`config.mk`:
```
export PLATFORM = sky130hd
export DESIGN_NAME = seg_scan_hm_flat
export DESIGN_NICKNAME = d
export VERILOG_FILES = /design/src/rtl/seg_pkg.sv /design/src/rtl/seg_scan_hm_if.sv /design/src/rtl/seg_decode.sv /design/src/rtl/seg_scan_hm.sv /design/src/flat_wrapper.sv
export SDC_FILE = /design/constraint.sdc
export NUM_CORES = 1
export LEC_CHECK = 0
export CAP_MARGIN = 20
export CELL_PAD_IN_SITES_DETAIL_PLACEMENT = 1
export CELL_PAD_IN_SITES_GLOBAL_PLACEMENT = 2
export CORE_MARGIN = 8
export CORE_UTILIZATION = 36
export DETAILED_ROUTE_END_ITERATION = 8
export PLACE_DENSITY_LB_ADDON = 0.1
export SLEW_MARGIN = 20
export SYNTH_ARGS = -nofsm -noshare
export SYNTH_HDL_FRONTEND = slang
export SYNTH_HIERARCHICAL = 1
export SYNTH_SLANG_ARGS = --single-unit
```
`constraint.sdc`:
```
create_clock -name sys_clk -period 7.2 [get_ports sys_clk]
set_clock_uncertainty 0.15 [all_clocks]
set_input_delay 1.8 -clock sys_clk [delete_from_list [all_inputs] [get_ports sys_clk]]
set_output_delay 1.8 -clock sys_clk [all_outputs]
set_load 0.01 [all_outputs]
```
`src/rtl/seg_pkg.sv`:
```
// seg_pkg: shared constants and helpers for the multiplexed HH:MM display scanner.
//   - active-low segment codes for digits 0-9, dash and blank (bit 7 = dp)
//   - active-low digit-select encodings, one per scan position
//   - scan position enum and small digit-extraction helpers
package seg_pkg;

  localparam logic [7:0] SEG_0     = 8'hC0;
  localparam logic [7:0] SEG_1     = 8'hF9;
  localparam logic [7:0] SEG_2     = 8'hA4;
  localparam logic [7:0] SEG_3     = 8'hB0;
  localparam logic [7:0] SEG_4     = 8'h99;
  localparam logic [7:0] SEG_5     = 8'h92;
  localparam logic [7:0] SEG_6     = 8'h82;
  localparam logic [7:0] SEG_7     = 8'hF8;
  localparam logic [7:0] SEG_8     = 8'h80;
  localparam logic [7:0] SEG_9     = 8'h90;
  localparam logic [7:0] SEG_DASH  = 8'hBF;
  localparam logic [7:0] SEG_BLANK = 8'hFF;

  localparam logic [3:0] SEL_MIN1  = 4'b1110;
  localparam logic [3:0] SEL_MIN10 = 4'b1101;
  localparam logic [3:0] SEL_HR1   = 4'b1011;
  localparam logic [3:0] SEL_HR10  = 4'b0111;
  localparam logic [3:0] SEL_NONE  = 4'b1111;

  localparam logic [7:0] MIN_MAX  = 8'd59;
  localparam logic [7:0] HOUR_MAX = 8'd23;

  typedef enum logic [1:0] {
    DIG_MIN1  = 2'd0,
    DIG_MIN10 = 2'd1,
    DIG_HR1   = 2'd2,
    DIG_HR10  = 2'd3
  } dig_e;

  // g..a pattern of a decimal digit; anything above 9 shows blank
  function automatic logic [6:0] seg_code(input logic [3:0] d);
    logic [6:0] c;
    case (d)
      4'd0:    c = SEG_0[6:0];
      4'd1:    c = SEG_1[6:0];
      4'd2:    c = SEG_2[6:0];
      4'd3:    c = SEG_3[6:0];
      4'd4:    c = SEG_4[6:0];
      4'd5:    c = SEG_5[6:0];
      4'd6:    c = SEG_6[6:0];
      4'd7:    c = SEG_7[6:0];
      4'd8:    c = SEG_8[6:0];
      4'd9:    c = SEG_9[6:0];
      default: c = SEG_BLANK[6:0];
    endcase
    return c;
  endfunction

  // Compare ladder instead of a divider; exact for 0..99, which covers
  // every value that is not already replaced by a dash.
  function automatic logic [3:0] tens_of(input logic [7:0] v);
    logic [3:0] t;
    t = 4'd0;
    for (int k = 1; k <= 9; k++) begin
      if (v >= 8'(k * 10)) t = 4'(k);
    end
    return t;
  endfunction

  function automatic logic [3:0] ones_of(input logic [7:0] v);
    return 4'(v - 8'(tens_of(v)) * 8'd10);
  endfunction

endpackage

```
`src/rtl/seg_scan_hm_if.sv`:
```
// seg_scan_hm_if: time inputs and display outputs of the scanner.
//   hour[7:0], min[7:0] : binary time values (master -> slave)
//   sec_flag            : one-cycle pulse per second (master -> slave)
//   sel[3:0]            : active-low digit select (slave -> master)
//   seg[7:0]            : active-low segments, bit 7 = dp (slave -> master)
interface seg_scan_hm_if;
  logic [7:0] hour;
  logic [7:0] min;
  logic       sec_flag;
  logic [3:0] sel;
  logic [7:0] seg;

  modport master (output hour, output min, output sec_flag,
                  input  sel,  input  seg);
  modport slave  (input  hour, input  min, input  sec_flag,
                  output sel,  output seg);
endinterface

```
`src/rtl/seg_decode.sv`:
```
// seg_decode: one digit to g..a segment pattern (active-low).
//   i_digit[3:0] : decimal digit 0..9
//   i_blank      : force all segments off
//   i_dash       : force a dash (only g lit); wins over i_blank
//   o_seg[6:0]   : g..a
module seg_decode
  import seg_pkg::*;
(
  input  logic [3:0] i_digit,
  input  logic       i_blank,
  input  logic       i_dash,
  output logic [6:0] o_seg
);

  always_comb begin
    o_seg = seg_code(i_digit);
    if (i_dash)       o_seg = SEG_DASH[6:0];
    else if (i_blank) o_seg = SEG_BLANK[6:0];
  end

endmodule

```
`src/rtl/seg_scan_hm.sv`:
```
// seg_scan_hm: 4-digit multiplexed HH:MM display scanner.
//   sys_clk    : system clock, rising edge
//   sys_rst    : synchronous active-high reset
//   bus.hour   : binary hour 0..23 (out of range shows dashes)
//   bus.min    : binary minute 0..59 (out of range shows dashes)
//   bus.sec_flag : colon toggle pulse
//   bus.sel    : registered active-low digit select
//   bus.seg    : registered active-low segments, bit 7 = colon dp
// Parameter SCAN_CNT_MAX: last value of the per-digit dwell counter.
//
// Scan position FSM:
//   state     | meaning
//   DIG_MIN1  | driving minute ones  (sel 1110)
//   DIG_MIN10 | driving minute tens  (sel 1101)
//   DIG_HR1   | driving hour ones, carries the colon dp (sel 1011)
//   DIG_HR10  | driving hour tens; leaving it starts a new frame (sel 0111)
module seg_scan_hm
  import seg_pkg::*;
#(
  parameter int SCAN_CNT_MAX = 49_999
) (
  input  logic          sys_clk,
  input  logic          sys_rst,
  seg_scan_hm_if.slave  bus
);

  localparam int CNT_W = (SCAN_CNT_MAX > 0) ? $clog2(SCAN_CNT_MAX + 1) : 1;

  logic [CNT_W-1:0] r_cnt;
  logic             w_tick;
  logic             w_frame;

  dig_e             r_dig;
  dig_e             w_dig_nxt;

  logic [7:0]       r_snap_hour;
  logic [7:0]       r_snap_min;
  logic [7:0]       w_hour_nxt;
  logic [7:0]       w_min_nxt;
  logic             r_colon;
  logic             w_colon_nxt;

  logic [3:0]       w_digit;
  logic             w_blank;
  logic             w_dash;
  logic [6:0]       w_dec;
  logic [3:0]       w_sel_nxt;
  logic [7:0]       w_seg_nxt;

  logic [3:0]       r_sel;
  logic [7:0]       r_seg;

  assign w_tick  = (r_cnt == CNT_W'(SCAN_CNT_MAX));
  assign w_frame = w_tick && (r_dig == DIG_HR10);

  always_ff @(posedge sys_clk) begin
    if (sys_rst)     r_cnt <= '0;
    else if (w_tick) r_cnt <= '0;
    else             r_cnt <= r_cnt + CNT_W'(1);
  end

  // The output register is loaded from the post-tick view (next position,
  // next snapshot, next colon) so a frame shows the values sampled on its
  // own boundary edge and a coincident sec_flag lands in the same update.
  assign w_hour_nxt  = w_frame ? bus.hour : r_snap_hour;
  assign w_min_nxt   = w_frame ? bus.min  : r_snap_min;
  assign w_colon_nxt = r_colon ^ bus.sec_flag;

  always_ff @(posedge sys_clk) begin
    if (sys_rst) begin
      r_dig       <= DIG_HR10;
      r_snap_hour <= '0;
      r_snap_min  <= '0;
      r_colon     <= 1'b0;
    end else begin
      r_dig       <= w_dig_nxt;
      r_snap_hour <= w_hour_nxt;
      r_snap_min  <= w_min_nxt;
      r_colon     <= w_colon_nxt;
    end
  end

  always_comb begin
    w_dig_nxt = r_dig;
    w_sel_nxt = SEL_NONE;
    w_digit   = 4'd0;
    w_blank   = 1'b0;
    w_dash    = 1'b0;

    if (w_tick) begin
      case (r_dig)
        DIG_MIN1:  w_dig_nxt = DIG_MIN10;
        DIG_MIN10: w_dig_nxt = DIG_HR1;
        DIG_HR1:   w_dig_nxt = DIG_HR10;
        DIG_HR10:  w_dig_nxt = DIG_MIN1;
        default:   w_dig_nxt = DIG_MIN1;
      endcase
    end

    case (w_dig_nxt)
      DIG_MIN1: begin
        w_sel_nxt = SEL_MIN1;
        w_digit   = ones_of(w_min_nxt);
        w_dash    = (w_min_nxt > MIN_MAX);
      end
      DIG_MIN10: begin
        w_sel_nxt = SEL_MIN10;
        w_digit   = tens_of(w_min_nxt);
        w_dash    = (w_min_nxt > MIN_MAX);
      end
      DIG_HR1: begin
        w_sel_nxt = SEL_HR1;
        w_digit   = ones_of(w_hour_nxt);
        w_dash    = (w_hour_nxt > HOUR_MAX);
      end
      DIG_HR10: begin
        w_sel_nxt = SEL_HR10;
        w_digit   = tens_of(w_hour_nxt);
        w_dash    = (w_hour_nxt > HOUR_MAX);
        w_blank   = (w_hour_nxt < 8'd10);
      end
      default: begin
        w_sel_nxt = SEL_NONE;
      end
    endcase
  end

  seg_decode u_dec (
    .i_digit (w_digit),
    .i_blank (w_blank),
    .i_dash  (w_dash),
    .o_seg   (w_dec)
  );

  assign w_seg_nxt = {~((w_dig_nxt == DIG_HR1) && w_colon_nxt), w_dec};

  // Outputs hold all-off after reset until the first scan tick.
  always_ff @(posedge sys_clk) begin
    if (sys_rst) begin
      r_sel <= SEL_NONE;
      r_seg <= SEG_BLANK;
    end else if (w_tick) begin
      r_sel <= w_sel_nxt;
      r_seg <= w_seg_nxt;
    end
  end

  assign bus.sel = r_sel;
  assign bus.seg = r_seg;

endmodule

```
`src/flat_wrapper.sv`:
```
// flat-port wrapper written by rule: the top's interface ports become plain ports
module seg_scan_hm_flat import seg_pkg::*;
#(
  parameter int SCAN_CNT_MAX = 49_999
)
  (sys_clk, sys_rst, bus_hour, bus_min, bus_sec_flag, bus_sel, bus_seg);
  seg_scan_hm_if bus_i ();
  input  logic sys_clk;
  input  logic sys_rst;
  input wire logic [$bits(bus_i.hour)-1:0] bus_hour;
  input wire logic [$bits(bus_i.min)-1:0] bus_min;
  input wire logic [$bits(bus_i.sec_flag)-1:0] bus_sec_flag;
  output wire logic [$bits(bus_i.sel)-1:0] bus_sel;
  output wire logic [$bits(bus_i.seg)-1:0] bus_seg;
  assign bus_i.hour = bus_hour;
  assign bus_i.min = bus_min;
  assign bus_i.sec_flag = bus_sec_flag;
  assign bus_sel = bus_i.sel;
  assign bus_seg = bus_i.seg;
  seg_scan_hm #(.SCAN_CNT_MAX(SCAN_CNT_MAX)) u_core (.sys_clk(sys_clk), .sys_rst(sys_rst), .bus(bus_i));
endmodule
```
Word-level counts from Yosys, hierarchy flattened
Memory sizes are Yosys's and may differ from the RTL's.
Index checks and enable logic that the tools add are counted.
{ "totals": {"ff_bits": 47, "mem_bits_ro": 112, "elab_cells": 80, "n_memories": 1} }
{ "op_classes": {"add_sub_neg": 3, "n_mul": 2, "n_lt_le_gt_ge": 21, "n_eq_ne": 7, "n_mux": 30, "bitwise_logic": 2, "reduce_logical": 7} }
{ "memory_table": {"columns": ["memory", "words", "width", "rd", "rd_clocked_by_memory_dff", "write_ports", "line_no", "source"], "rows": [
  ["(no name shown)", 16, 7, 1, 0, 0, "seg_pkg.sv:39", "case (d)"]
]} }
{ "op_table": {"columns": ["op", "n"], "rows": [
  ["8-bit by 6-bit >= comparator with 1-bit output (second input constant)", 6],
  ["8-bit by 7-bit >= comparator with 1-bit output (second input constant)", 6],
  ["8-bit by 5-bit >= comparator with 1-bit output (second input constant)", 4],
  ["4-bit one-hot mux with 4 select lines", 2],
  ["3-bit two-way mux", 8],
  ["4-bit two-way mux", 6],
  ["16-bit by 1-bit adder with 16-bit output (second input constant)", 1],
  ["16-bit == test (second input constant)", 1],
  ["8-bit by 4-bit >= comparator with 1-bit output (second input constant)", 2],
  ["8-bit two-way mux", 2],
  ["7-bit two-way mux", 2],
  ["2-bit two-way mux", 5],
  ["2-bit == test (second input constant)", 4],
  ["8-bit by 5-bit > comparator with 1-bit output (second input constant)", 1],
  ["8-bit by 6-bit > comparator with 1-bit output (second input constant)", 1],
  ["8-bit by 4-bit less-than comparator with 1-bit output (second input constant)", 1],
  ["4-bit by 3-bit multiplier with 3-bit output (second input constant)", 2],
  ["2-bit one-hot mux with 4 select lines", 1],
  ["4-bit subtractor", 2],
  ["2-bit OR reduction", 3],
  ["2-bit by 1-bit == test with 1-bit output (second input constant)", 2],
  ["2-bit zero test", 2],
  ["1-bit two-way mux", 3],
  ["1-bit logical AND", 2],
  ["other kinds (3)", 3]
]} }

Longest topological paths before layout
Gate-level depths: netlist of the first run.
An unclocked memory read counts as a cell.
{ "depth": {"ltp_word": 20, "ltp_mapped": 22, "ltp_nobuf": 19} }

By module
The synthesis of the first run kept the hierarchy.
{ "by_module_without_submodules": {"columns": ["mod", "instances", "cells_each", "area_per_inst_um2", "seq_area_each_um2"], "rows": [
  ["seg_scan_hm", 1, 393, 3015.4, 940.9],
  ["seg_decode", 1, 30, 231.5, 0.0]
]} }

Worst setup path after synthesis of the first run
No wires, ideal clock.
{ "synth_timing": {"path_kind": "in2reg", "start": "input bus_hour[3]", "end": "register u_core.r_seg[4] (netlist: u_core/bus.seg[4])", "setup_time_ns": 0.122, "arrival_ns": 4.713, "required_ns": 6.928, "setup_slack_ns": 2.215, "path_stages": 20, "n_path_buf": 2, "cell_sequence": "clkbuf_1 -> a21oi_1 -> o21bai_1 -> a211oi_1 -> o21ai_0 -> a21oi_1 -> inv_1 -> ha_1 -> fa_1 -> xor2_1 -> xnor2_1 -> xnor2_1 -> nor3_1 -> a211oi_2 -> buf_6 -> nand2b_4 -> a211oi_2 -> o21ai_1 -> nand2_1 -> nand3b_1"} }
{ "synth_via": {"elab_chain_len": 18, "word_cells_on_any_way": 30, "cone_classes": "add/sub: 1; mul: 1; order compare: 11; mux: 16; memory: 1"} }
{ "synth_rtl": {"columns": ["item", "line_no", "source"], "rows": [
  ["from (decl)", "flat_wrapper.sv:10", "input wire logic [$bits(bus_i.hour)-1:0] bus_hour;"],
  ["8-bit two-way mux *", "seg_scan_hm.sv:65", "assign w_hour_nxt = w_frame ? bus.hour : r_snap_hour;"],
  ["8-bit by 4-bit >= comparator with 1-bit output", "seg_pkg.sv:61", "if (v >= 8'(k * 10)) t = 4'(k);"],
  ["1-bit two-way mux", "seg_pkg.sv:61", null],
  ["2-bit two-way mux (2 in a row)", "seg_pkg.sv:61", null],
  ["3-bit two-way mux (4 in a row)", "seg_pkg.sv:61", null],
  ["4-bit two-way mux (2 in a row)", "seg_pkg.sv:61", null],
  ["4-bit two-way mux", "seg_scan_hm.sv:100", "case (w_dig_nxt)"],
  ["4-bit by 3-bit multiplier with 3-bit output", "seg_pkg.sv:67", "return 4'(v - 8'(tens_of(v)) * 8'd10);"],
  ["4-bit subtractor", "seg_pkg.sv:67", null],
  ["4-bit one-hot mux with 4 select lines *", "seg_scan_hm.sv:100", null],
  ["named net u_core.w_digit[3]", "seg_scan_hm.sv:43", "logic [3:0] w_digit;"],
  ["memory read 16 x 7 bit *", null, null],
  ["7-bit two-way mux *", "seg_decode.sv:18", "else if (i_blank) o_seg = SEG_BLANK[6:0];"],
  ["7-bit two-way mux *", "seg_decode.sv:17", "if (i_dash) o_seg = SEG_DASH[6:0];"],
  ["named net u_core.w_dec[4]", "seg_scan_hm.sv:46", "logic [6:0] w_dec;"],
  ["to (signal assigned)", "seg_scan_hm.sv:144", "r_seg <= w_seg_nxt;"],
  ["to (decl)", "seg_scan_hm.sv:51", "logic [7:0] r_seg;"]
]} }
Mark *: on every way through the listed nets, which the timed path passes. The rest lies on a longest branch. The select of a mux whose other input is x is not followed.
A chain may end at the register's enable or synchronous reset.

Final worst setup path of the first run
{ "layout_timing": {"start": "input bus_hour[3]", "end": "register u_core.r_seg[6] (netlist: u_core/bus.seg[6])"} }
Same word-level chain as after synthesis.

==> impl_metrics.sql, run 1 <==
INSERT INTO impl_metrics (metric_group, metric, value, unit) VALUES
('outcome', 'status', 'finished, final reports clean', ''),
('synthesis', 'synth.mux.area_fraction', '6.67', '%'),
('clocking', 'cts_setup_buffers', '0', ''),
('layout', 'drive_gt1_share', '5.69', '%'),
('layout', 'multiInputGateArea', '2140', 'µm²'),
('global_route', 'total_global_route_track_usage', '14.6', '%'),
('synthesis', 'syn_inst', '423', ''),
('placed_design', 'io_buffer_count', '30', ''),
('pwr', 'max_vdd_drop', '0.0719', 'mV'),
('clocking', 'cts_tree', 'yes', ''),
('hold_path', 'hold_path_class', 'reg2reg', ''),
('setup_path', 'cpLargestDelayFamily', 'compound AO/OA/AOI/OAI gates', ''),
('die', 'placement_rows', '34', ''),
('clocking', 'clock_transition_at_the_registers_of_the_reported_paths', '0.10', 'ns'),
('detailed_routing', 'route.vias.total', '2998', ''),
('sta', 'hold_viol_final', '0', ''),
('synthesis', 'syn-cell-area', '3250', 'µm²'),
('global_route', 'global_route_wire_length_before_repair', '15400', 'µm'),
('setup_path', 'r2r_start', 'u_core/r_cnt[7]$_SDFF_PP0_', ''),
('synthesis', 'yosys_warnings', '6', ''),
('layout', 'fill_cells', '1046', ''),
('clocking', 'htree_num_levels', '2', ''),
('clocking', 'cts.hold.buffers_added', '0', ''),
('global_route', 'antenna_found_initial', '0', ''),
('layout', 'fin_util', '42.3', '%'),
('clocking', 'post_cts.resized_instances', '0', ''),
('pwr', 'p_leak', '1.37', 'nW'),
('clocking', 'clk_path_buf_depth', '2', ''),
('clocking', 'cts_buffers', '5', ''),
('die', 'core_region_area', '8720', 'µm²'),
('sta', 'max_freq', '173', 'MHz'),
('synthesis', 'avgSynthCellArea', '7.68', 'µm²'),
('sta', 'fin_tns_setup', '0', 'ns'),
('setup_path', 'crit_path_end_kind', 'register', ''),
('detailed_routing', 'drt_iter0_drc', '81', ''),
('setup_path', 'cp_data_arrival_time', '5.88', 'ns'),
('synthesis', 'synth-edff-count', '0', ''),
('clocking', 'clock_root_buffer', 'sky130_fd_sc_hd__clkbuf_8', ''),
('synthesis', 'post_synthesis_compound_gate_area_fraction', '17.8', '%'),
('setup_path', 'timing.setup.critical_path_class', 'in2reg', ''),
('setup_path', 'reg2reg_setup_slack', '1.93', 'ns'),
('synthesis', 'synthSimpleGateAreaFrac', '29.6', '%'),
('sta', 'tightestPinTransition', '0.866', 'ns'),
('setup_path', 'cp_slowest_stage_delay', '0.58', 'ns'),
('synthesis', 'synth_xor_xnor_area_share', '6.09', '%'),
('setup_path', 'path_depth', '19', ''),
('detailed_routing', 'routed_wirelength', '9060', 'µm'),
('sta', 'rsz_0062_raised_after_global_routing', 'no', ''),
('setup_path', 'cpMaxStageDelayCell', 'sky130_fd_sc_hd__clkdlybuf4s50_1', ''),
('setup_path', 'crit_path_max_fanout', '9', ''),
('synthesis', 'synth-adder-area-share', '5.47', '%'),
('setup_path', 'worst_ep_required_time', '7.30', 'ns'),
('setup_path', 'timing.critical_path.from', 'bus_hour[3]', ''),
('sta', 'final-max-slew-violation-count', '0', ''),
('detailed_routing', 'firstDrtPassIters', '4', ''),
('detailed_routing', 'viasPerCell', '5.48', ''),
('synthesis', 'yosysTopAreaCell', 'sky130_fd_sc_hd__dfxtp_1', ''),
('synthesis', 'asyncSetResetFlopFracSynth', '0', '%'),
('synthesis', 'synth.top_cells.by_area', 'sky130_fd_sc_hd__dfxtp_1 (29%), sky130_fd_sc_hd__nor2_1 (6.9%), sky130_fd_sc_hd__nand2_1 (5.8%), sky130_fd_sc_hd__mux2i_1 (4.9%), sky130_fd_sc_hd__ha_1 (4.2%)', ''),
('synthesis', 'synth-seq-cells', '47', ''),
('synthesis', 'synth_top_cell_area_share', '29.0', '%'),
('die', 'floorplan.die.height', '111', 'µm'),
('placed_design', 'place.gp.congestion', '0.768', ''),
('detailed_routing', 'drt_drc_violations_left', '0', ''),
('synthesis', 'largest_family_of_logic_cells_by_synthesized_area', 'simple AND/OR/NAND/NOR gates', ''),
('setup_path', 'critical_path.endpoint', 'u_core/bus.seg[6]$_SDFFE_PP1N_', ''),
('placed_design', 'place_hpwl', '6700', 'µm'),
('setup_path', 'worstRegToRegCells', '19', ''),
('sta', 'final.period_utilization', '80.3', '%'),
('detailed_routing', 'antenna_left', '0', ''),
('pwr', 'power-per-cell-area', '125', 'nW/µm²');
-- registers in the layout (all words and copies together), names as in the netlist --
register / flops
u_core/r_cnt: 16
u_core/bus.seg: 8
u_core/r_snap_hour: 8
u_core/r_snap_min: 8
u_core/bus.sel: 4
u_core/r_dig: 2
u_core/r_colon: 1
-- final cells by class --
cell class / instances / area share, %
clock buffer: 6 / 1.97
clock inverter: 2 / 0.339
inverter: 13 / 1.32
multi-input combinational: 336 / 58.0
sequential: 47 / 25.5
tap: 108 / 3.66
timing repair buffer: 35 / 9.16
-- where the power goes --
group          leakage, nW  switching (mW)  internal (mW)
Sequential           0.380         0.00177          0.262
Combinational        0.951          0.0197         0.0177
Clock               0.0412          0.0935         0.0681
-- metal layers --
metal	up-vias	global-route usage (%)	part of all wire [%]	wire length, µm
met1	1444	20.4	54	4920
met5	-	0	0	0
met2	36	22.5	43	3860
met3	2	2.76	2.7	245
li1	1516	-	-	-
met4	0	2.79	0.36	33
-- Yosys cell counts (3+ instances only) --
library cell,instances
sky130_fd_sc_hd__inv_1,13
sky130_fd_sc_hd__o21a_1,5
sky130_fd_sc_hd__nor3b_1,4
sky130_fd_sc_hd__dfxtp_1,47
sky130_fd_sc_hd__nand2b_1,6
sky130_fd_sc_hd__nor2_1,60
sky130_fd_sc_hd__ha_1,11
sky130_fd_sc_hd__nand3_1,13
sky130_fd_sc_hd__o21ai_1,4
sky130_fd_sc_hd__nand3b_1,7
sky130_fd_sc_hd__nand4_1,6
sky130_fd_sc_hd__buf_2,4
sky130_fd_sc_hd__nor2b_1,4
sky130_fd_sc_hd__clkbuf_1,20
sky130_fd_sc_hd__o21bai_1,5
sky130_fd_sc_hd__o211ai_1,5
sky130_fd_sc_hd__nor4_1,3
sky130_fd_sc_hd__nor3_1,15
sky130_fd_sc_hd__o21ai_0,16
sky130_fd_sc_hd__mux2_2,3
sky130_fd_sc_hd__a21oi_1,27
sky130_fd_sc_hd__xnor2_1,13
sky130_fd_sc_hd__a211oi_2,3
sky130_fd_sc_hd__or4_1,3
sky130_fd_sc_hd__or2_2,3
sky130_fd_sc_hd__mux2i_1,16
sky130_fd_sc_hd__or3_1,5
sky130_fd_sc_hd__a211oi_1,6
sky130_fd_sc_hd__nand2_1,50
sky130_fd_sc_hd__xor2_1,7
-- cell usage in the layout, fill, tap and decap left out, types with 3 or more instances in the layout --
cell type                          n
sky130_fd_sc_hd__or4_1             3
sky130_fd_sc_hd__nand2b_1          6
sky130_fd_sc_hd__a21oi_1          27
sky130_fd_sc_hd__nor2_1           60
sky130_fd_sc_hd__nand3_1          13
sky130_fd_sc_hd__or2_2             3
sky130_fd_sc_hd__or3_1             5
sky130_fd_sc_hd__clkbuf_8          5
sky130_fd_sc_hd__xnor2_1          13
sky130_fd_sc_hd__nor4_1            3
sky130_fd_sc_hd__mux2_2            3
sky130_fd_sc_hd__ha_1             11
sky130_fd_sc_hd__nor3_1           15
sky130_fd_sc_hd__mux2i_1          16
sky130_fd_sc_hd__a211oi_2          3
sky130_fd_sc_hd__nand3b_1          7
sky130_fd_sc_hd__o21bai_1          5
sky130_fd_sc_hd__nand4_1           6
sky130_fd_sc_hd__nand2_1          50
sky130_fd_sc_hd__buf_4             5
sky130_fd_sc_hd__clkdlybuf4s50_1  30
sky130_fd_sc_hd__inv_1            13
sky130_fd_sc_hd__nor2b_1           4
sky130_fd_sc_hd__xor2_1            7
sky130_fd_sc_hd__o21a_1            5
sky130_fd_sc_hd__dfxtp_1          47
sky130_fd_sc_hd__o21ai_1           4
sky130_fd_sc_hd__o211ai_1          5
sky130_fd_sc_hd__o21ai_0          16
sky130_fd_sc_hd__nor3b_1           4
sky130_fd_sc_hd__a211oi_1          6
-- metrics by stage --
stage	cell area (µm²)	hold WS, ns	total power, mW	std cells	worst slack [ns]
floorplan	3250	0.276	0.289	423	2.21
global placement	3600	0.288	0.306	539	1.14
detailed placement	3600	0.299	0.307	539	1.14
CTS	3690	0.316	0.469	547	1.43
global route	3690	0.350	0.482	547	1.05
finish	3690	0.312	0.462	547	1.42
-- how the worst min path moves through the flow --
stage | startpoint | endpoint | slack (ns) | cells after the start
3_3_place_gp | u_core/r_snap_hour[0]$_SDFF_PP0_ | u_core/r_snap_hour[0]$_SDFF_PP0_ | 0.29 | 2
2_1_floorplan | u_core/r_cnt[0]$_SDFF_PP0_ | u_core/r_cnt[0]$_SDFF_PP0_ | 0.28 | 1
5_1_grt | u_core/bus.seg[1]$_SDFFE_PP1N_ | u_core/bus.seg[1]$_SDFFE_PP1N_ | 0.35 | 2
3_5_place_dp | u_core/r_cnt[0]$_SDFF_PP0_ | u_core/r_cnt[0]$_SDFF_PP0_ | 0.30 | 1
4_1_cts | u_core/r_snap_hour[0]$_SDFF_PP0_ | u_core/r_snap_hour[0]$_SDFF_PP0_ | 0.32 | 2
6_report | u_core/r_cnt[0]$_SDFF_PP0_ | u_core/r_cnt[0]$_SDFF_PP0_ | 0.31 | 1
-- cell families (layout without fill, tap and decap cells) --
family | Yosys count | count (layout)
AOI/OAI and AO/OA | 89 | 89
buffers and inverters | 40 | 56
adders and majority gates | 13 | 13
and+or+nand+nor | 193 | 193
muxes | 20 | 20
DFF | 47 | 47
xor gates and xnor gates | 21 | 21
Note: power is estimated with default switching activity, not from simulation.
==> run 2, diff against run 1 <==
--- a/config.mk
+++ b/config.mk
@@ -9,7 +9,7 @@
 export CELL_PAD_IN_SITES_DETAIL_PLACEMENT = 1
 export CELL_PAD_IN_SITES_GLOBAL_PLACEMENT = 2
 export CORE_MARGIN = 8
-export CORE_UTILIZATION = 36
+export CORE_UTILIZATION = 31
 export DETAILED_ROUTE_END_ITERATION = 8
 export PLACE_DENSITY_LB_ADDON = 0.1
 export SLEW_MARGIN = 20
==> constraint.sdc (replaced) <==
create_clock -name sys_clk -period 4.98 [get_ports sys_clk]
set_clock_uncertainty 0.15 [all_clocks]
set_input_delay 1.245 -clock sys_clk [delete_from_list [all_inputs] [get_ports sys_clk]]
set_output_delay 1.245 -clock sys_clk [all_outputs]
set_load 0.01 [all_outputs]
==> run 2 against run 1 <==
Core utilization decreased by 3.3 points. Sequential power up 44%. Setup slack got worse by 1.1 ns. Register-to-register slack lost 1.6 ns. Via count is 3.8% higher. Critical path type unchanged. Highest routed layer unchanged.
==> impl_metrics.sql, run 2 (same netlist as run 1, synthesis figures left out) <==
INSERT INTO impl_metrics (metric_group, metric, value, unit) VALUES
('outcome', 'status', 'finished, final reports clean', ''),
('hold_path', 'hold_path_class', 'reg2reg', ''),
('flow_run', 'cap_violations', '0', ''),
('layout', 'n_antenna_cell', '0', ''),
('layout', 'flip_flop_count_of_the_largest_register_after_layout', '16', ''),
('setup_path', 'cp_slowest_stage_delay', '0.43', 'ns'),
('layout', 'most_common_cell_after_layout_fill_and_taps_aside', 'sky130_fd_sc_hd__nor2_1', ''),
('clocking', 'clock-sinks', '47', ''),
('layout', 'largest-register', 'u_core/r_cnt', ''),
('clocking', 'cts_buffers', '5', ''),
('clocking', 'cts_setup_buffers', '0', ''),
('setup_path', 'crit_chain', 'clkdlybuf4s50_1 > buf_4 > nor3_1 > a31oi_1 > o21ai_0 > a22oi_1 > a21oi_2 > inv_1 > ha_1 > fa_1 > xor2_1 > xnor2_1 > xnor2_1 > nor3_1 > a211oi_2 > buf_4 > xnor2_1 > nor3_1 > nor3_1 > nand2_1 > nand3b_1', ''),
('placed_design', 'place.gp.congestion', '0.775', ''),
('setup_path', 'crit_path_max_fanout', '9', ''),
('detailed_routing', 'drt-wirelength-per-cell', '15.5', 'µm'),
('die', 'chipWidth', '118', 'µm'),
('layout', 'fin_util', '39.0', '%'),
('layout', 'mostFrequentLayoutCells', 'sky130_fd_sc_hd__nor2_1 (60), sky130_fd_sc_hd__nand2_1 (50), sky130_fd_sc_hd__dfxtp_1 (47)', ''),
('clocking', 'clk_path_buf_depth', '2', ''),
('sta', 'rsz_0062_raised_after_global_routing', 'no', ''),
('setup_path', 'critPathBufInv', '4', ''),
('sta', 'slew_headroom', '54.6', '%'),
('layout', 'multiInputGateArea', '2170', 'µm²'),
('clocking', 'cts.hold.buffers_added', '0', ''),
('setup_path', 'critPathMostFrequentCell', 'sky130_fd_sc_hd__nor3_1', ''),
('setup_path', 'cp_data_arrival_time', '4.77', 'ns'),
('global_route', 'antenna_found_initial', '0', ''),
('global_route', 'grt_start_max_net_pins', '23', ''),
('layout', 'stdcell_area', '3990', 'µm²'),
('clocking', 'post_cts.resized_instances', '0', ''),
('setup_path', 'r2r_start', 'u_core/r_cnt[10]$_SDFF_PP0_', ''),
('setup_path', 'timing.rr.end', 'u_core/bus.seg[6]$_SDFFE_PP1N_', ''),
('detailed_routing', 'viasPerCell', '5.15', ''),
('hold_path', 'worst_hold_path.num_cells', '2', ''),
('setup_path', 'worstRegToRegCells', '19', ''),
('global_route', 'global_route_wire_length_before_repair', '16100', 'µm'),
('pwr', 'max_vdd_drop', '0.107', 'mV'),
('clocking', 'clock_root_buffer', 'sky130_fd_sc_hd__clkbuf_8', ''),
('die', 'floorplan.die_area', '14000', 'µm²'),
('pwr', 'p_sw', '0.186', 'mW'),
('clocking', 'clock_transition_at_the_registers_of_the_reported_paths', '0.10', 'ns'),
('sta', 'hold_viol_final', '0', ''),
('die', 'core_region_area', '10200', 'µm²'),
('detailed_routing', 'antenna_left', '0', ''),
('hold_path', 'hold_path.startpoint', 'u_core/r_snap_hour[0]$_SDFF_PP0_', ''),
('pwr', 'share_clk_of_total_power', '36.7', '%'),
('detailed_routing', 'routed_wirelength', '9390', 'µm'),
('detailed_routing', 'firstDrtPassIters', '4', ''),
('layout', 'drive_gt1_share', '12.6', '%'),
('detailed_routing', 'drt_iter0_drc', '156', ''),
('die', 'io_pins', '31', ''),
('pwr', 'power.combinational.fraction', '9.0', '%'),
('pwr', 'p_leak', '1.54', 'nW'),
('setup_path', 'crit_path_end_kind', 'register', ''),
('global_route', 'via_count_of_the_first_global_routing_pass', '3197', ''),
('sta', 'max_freq', '215', 'MHz'),
('detailed_routing', 'route.vias.total', '3111', ''),
('placed_design', 'io_buffer_count', '30', ''),
('pwr', 'seq_power_share', '54.2', '%'),
('pwr', 'switching_fraction', '26.5', '%'),
('placed_design', 'place_hpwl', '7200', 'µm'),
('pwr', 'p_int', '0.516', 'mW'),
('setup_path', 'cpLargestDelayFamily', 'buffers and inverters', ''),
('setup_path', 'reg2reg_setup_slack', '0.33', 'ns'),
('sta', 'setup_viol_count_final', '0', ''),
('global_route', 'grt_overflow_total', '0', ''),
('sta', 'final-max-slew-violation-count', '0', ''),
('setup_path', 'worst_ep_required_time', '5.08', 'ns'),
('die', 'floorplan.initialDensity', '31.7', '%'),
('detailed_routing', 'drt_drc_violations_left', '0', ''),
('setup_path', 'worst_setup_path_start_kind', 'primary input', ''),
('layout', 'fill_cells', '1267', ''),
('sta', 'tightestPinTransition', '0.676', 'ns'),
('placed_design', 'placement.cell_area', '3870', 'µm²'),
('clocking', 'clock_insertion_delay_worst_skew', '0.31', 'ns'),
('die', 'placement_rows', '37', ''),
('layout', 'final_net_count', '499', ''),
('layout', 'area_growth_syn_to_layout', '23.0', '%'),
('die', 'floorplan.die.height', '118', 'µm'),
('setup_path', 'cpMaxStageDelayCell', 'sky130_fd_sc_hd__clkdlybuf4s50_1', ''),
('sta', 'final.period_utilization', '93.6', '%'),
('hold_path', 'whs_endpoint', 'u_core/r_snap_hour[0]$_SDFF_PP0_', ''),
('setup_path', 'timing.setup.critical_path_class', 'in2reg', ''),
('layout', 'regArea', '941', 'µm²'),
('clocking', 'htree_num_levels', '2', ''),
('sta', 'min_period', '4.66', 'ns'),
('pwr', 'power-per-cell-area', '176', 'nW/µm²'),
('global_route', 'total_global_route_track_usage', '13.7', '%'),
('clocking', 'cts_tree', 'yes', '');
-- run 2: power by group through the flow --
stage / Clock [mW] / Combinational [mW] / Sequential (mW)
CTS: 0.273 / 0.0645 / 0.381
global placement: 0 / 0.0635 / 0.390
detailed placement: 0 / 0.0640 / 0.390
finish: 0.258 / 0.0633 / 0.381
floorplan: 0 / 0.0280 / 0.389
global route: 0.288 / 0.0706 / 0.382
-- run 2: metal layers --
| metal | up-vias | global-route usage [%] | part of all wire [%] |
|---|---|---|---|
| li1 | 1567 | - | - |
| met1 | 1506 | 18.7 | 52 |
| met2 | 32 | 21.7 | 44 |
| met3 | 6 | 2.48 | 2.6 |
| met4 | 0 | 3.60 | 1.0 |
| met5 | - | 0 | 0 |
-- run 2: worst max-delay path by stage --
stage | from | cells past startpoint | end | slack (ns)
after CTS | u_core/r_cnt[10]$_SDFF_PP0_ | 19 | u_core/bus.seg[6]$_SDFFE_PP1N_ | 0.21
after global routing | bus_hour[2] | 21 | u_core/bus.seg[6]$_SDFFE_PP1N_ | 0.003
after detailed placement | bus_hour[2] | 20 | u_core/bus.seg[6]$_SDFFE_PP1N_ | -0.06
final | bus_hour[2] | 21 | u_core/bus.seg[6]$_SDFFE_PP1N_ | 0.32
after global placement | bus_hour[5] | 19 | u_core/bus.seg[6]$_SDFFE_PP1N_ | -0.01
after floorplan | u_core/r_cnt[7]$_SDFF_PP0_ | 21 | u_core/bus.seg[4]$_SDFFE_PP1N_ | 0.47
-- run 2: stage by stage --
stage,power (mW),hold slack (ns),worst slack [ns],instances,setup TNS (ns)
after detailed placement,0.454,0.300,-0.0641,596,-0.230
after global routing,0.741,0.347,0.00281,604,0
final,0.702,0.315,0.319,604,0
after CTS,0.718,0.314,0.214,604,0
after floorplan,0.417,0.276,0.470,423,0
after global placement,0.453,0.289,-0.0114,596,-0.0114
-- run 2: tightest hold or removal path: stages (launching register included) --
cell                      delay (ns)
sky130_fd_sc_hd__dfxtp_1        0.32
sky130_fd_sc_hd__nand2_1        0.05
sky130_fd_sc_hd__a21oi_1        0.05
-- run 2: final cells by class --
class	count	area share, %
Inverter	13	1.22
Sequential cell	47	23.6
Clock inverter	3	0.689
Tap cell	136	4.26
Clock buffer	5	1.72
Multi-Input combinational cell	336	54.3
Timing Repair Buffer	64	14.2
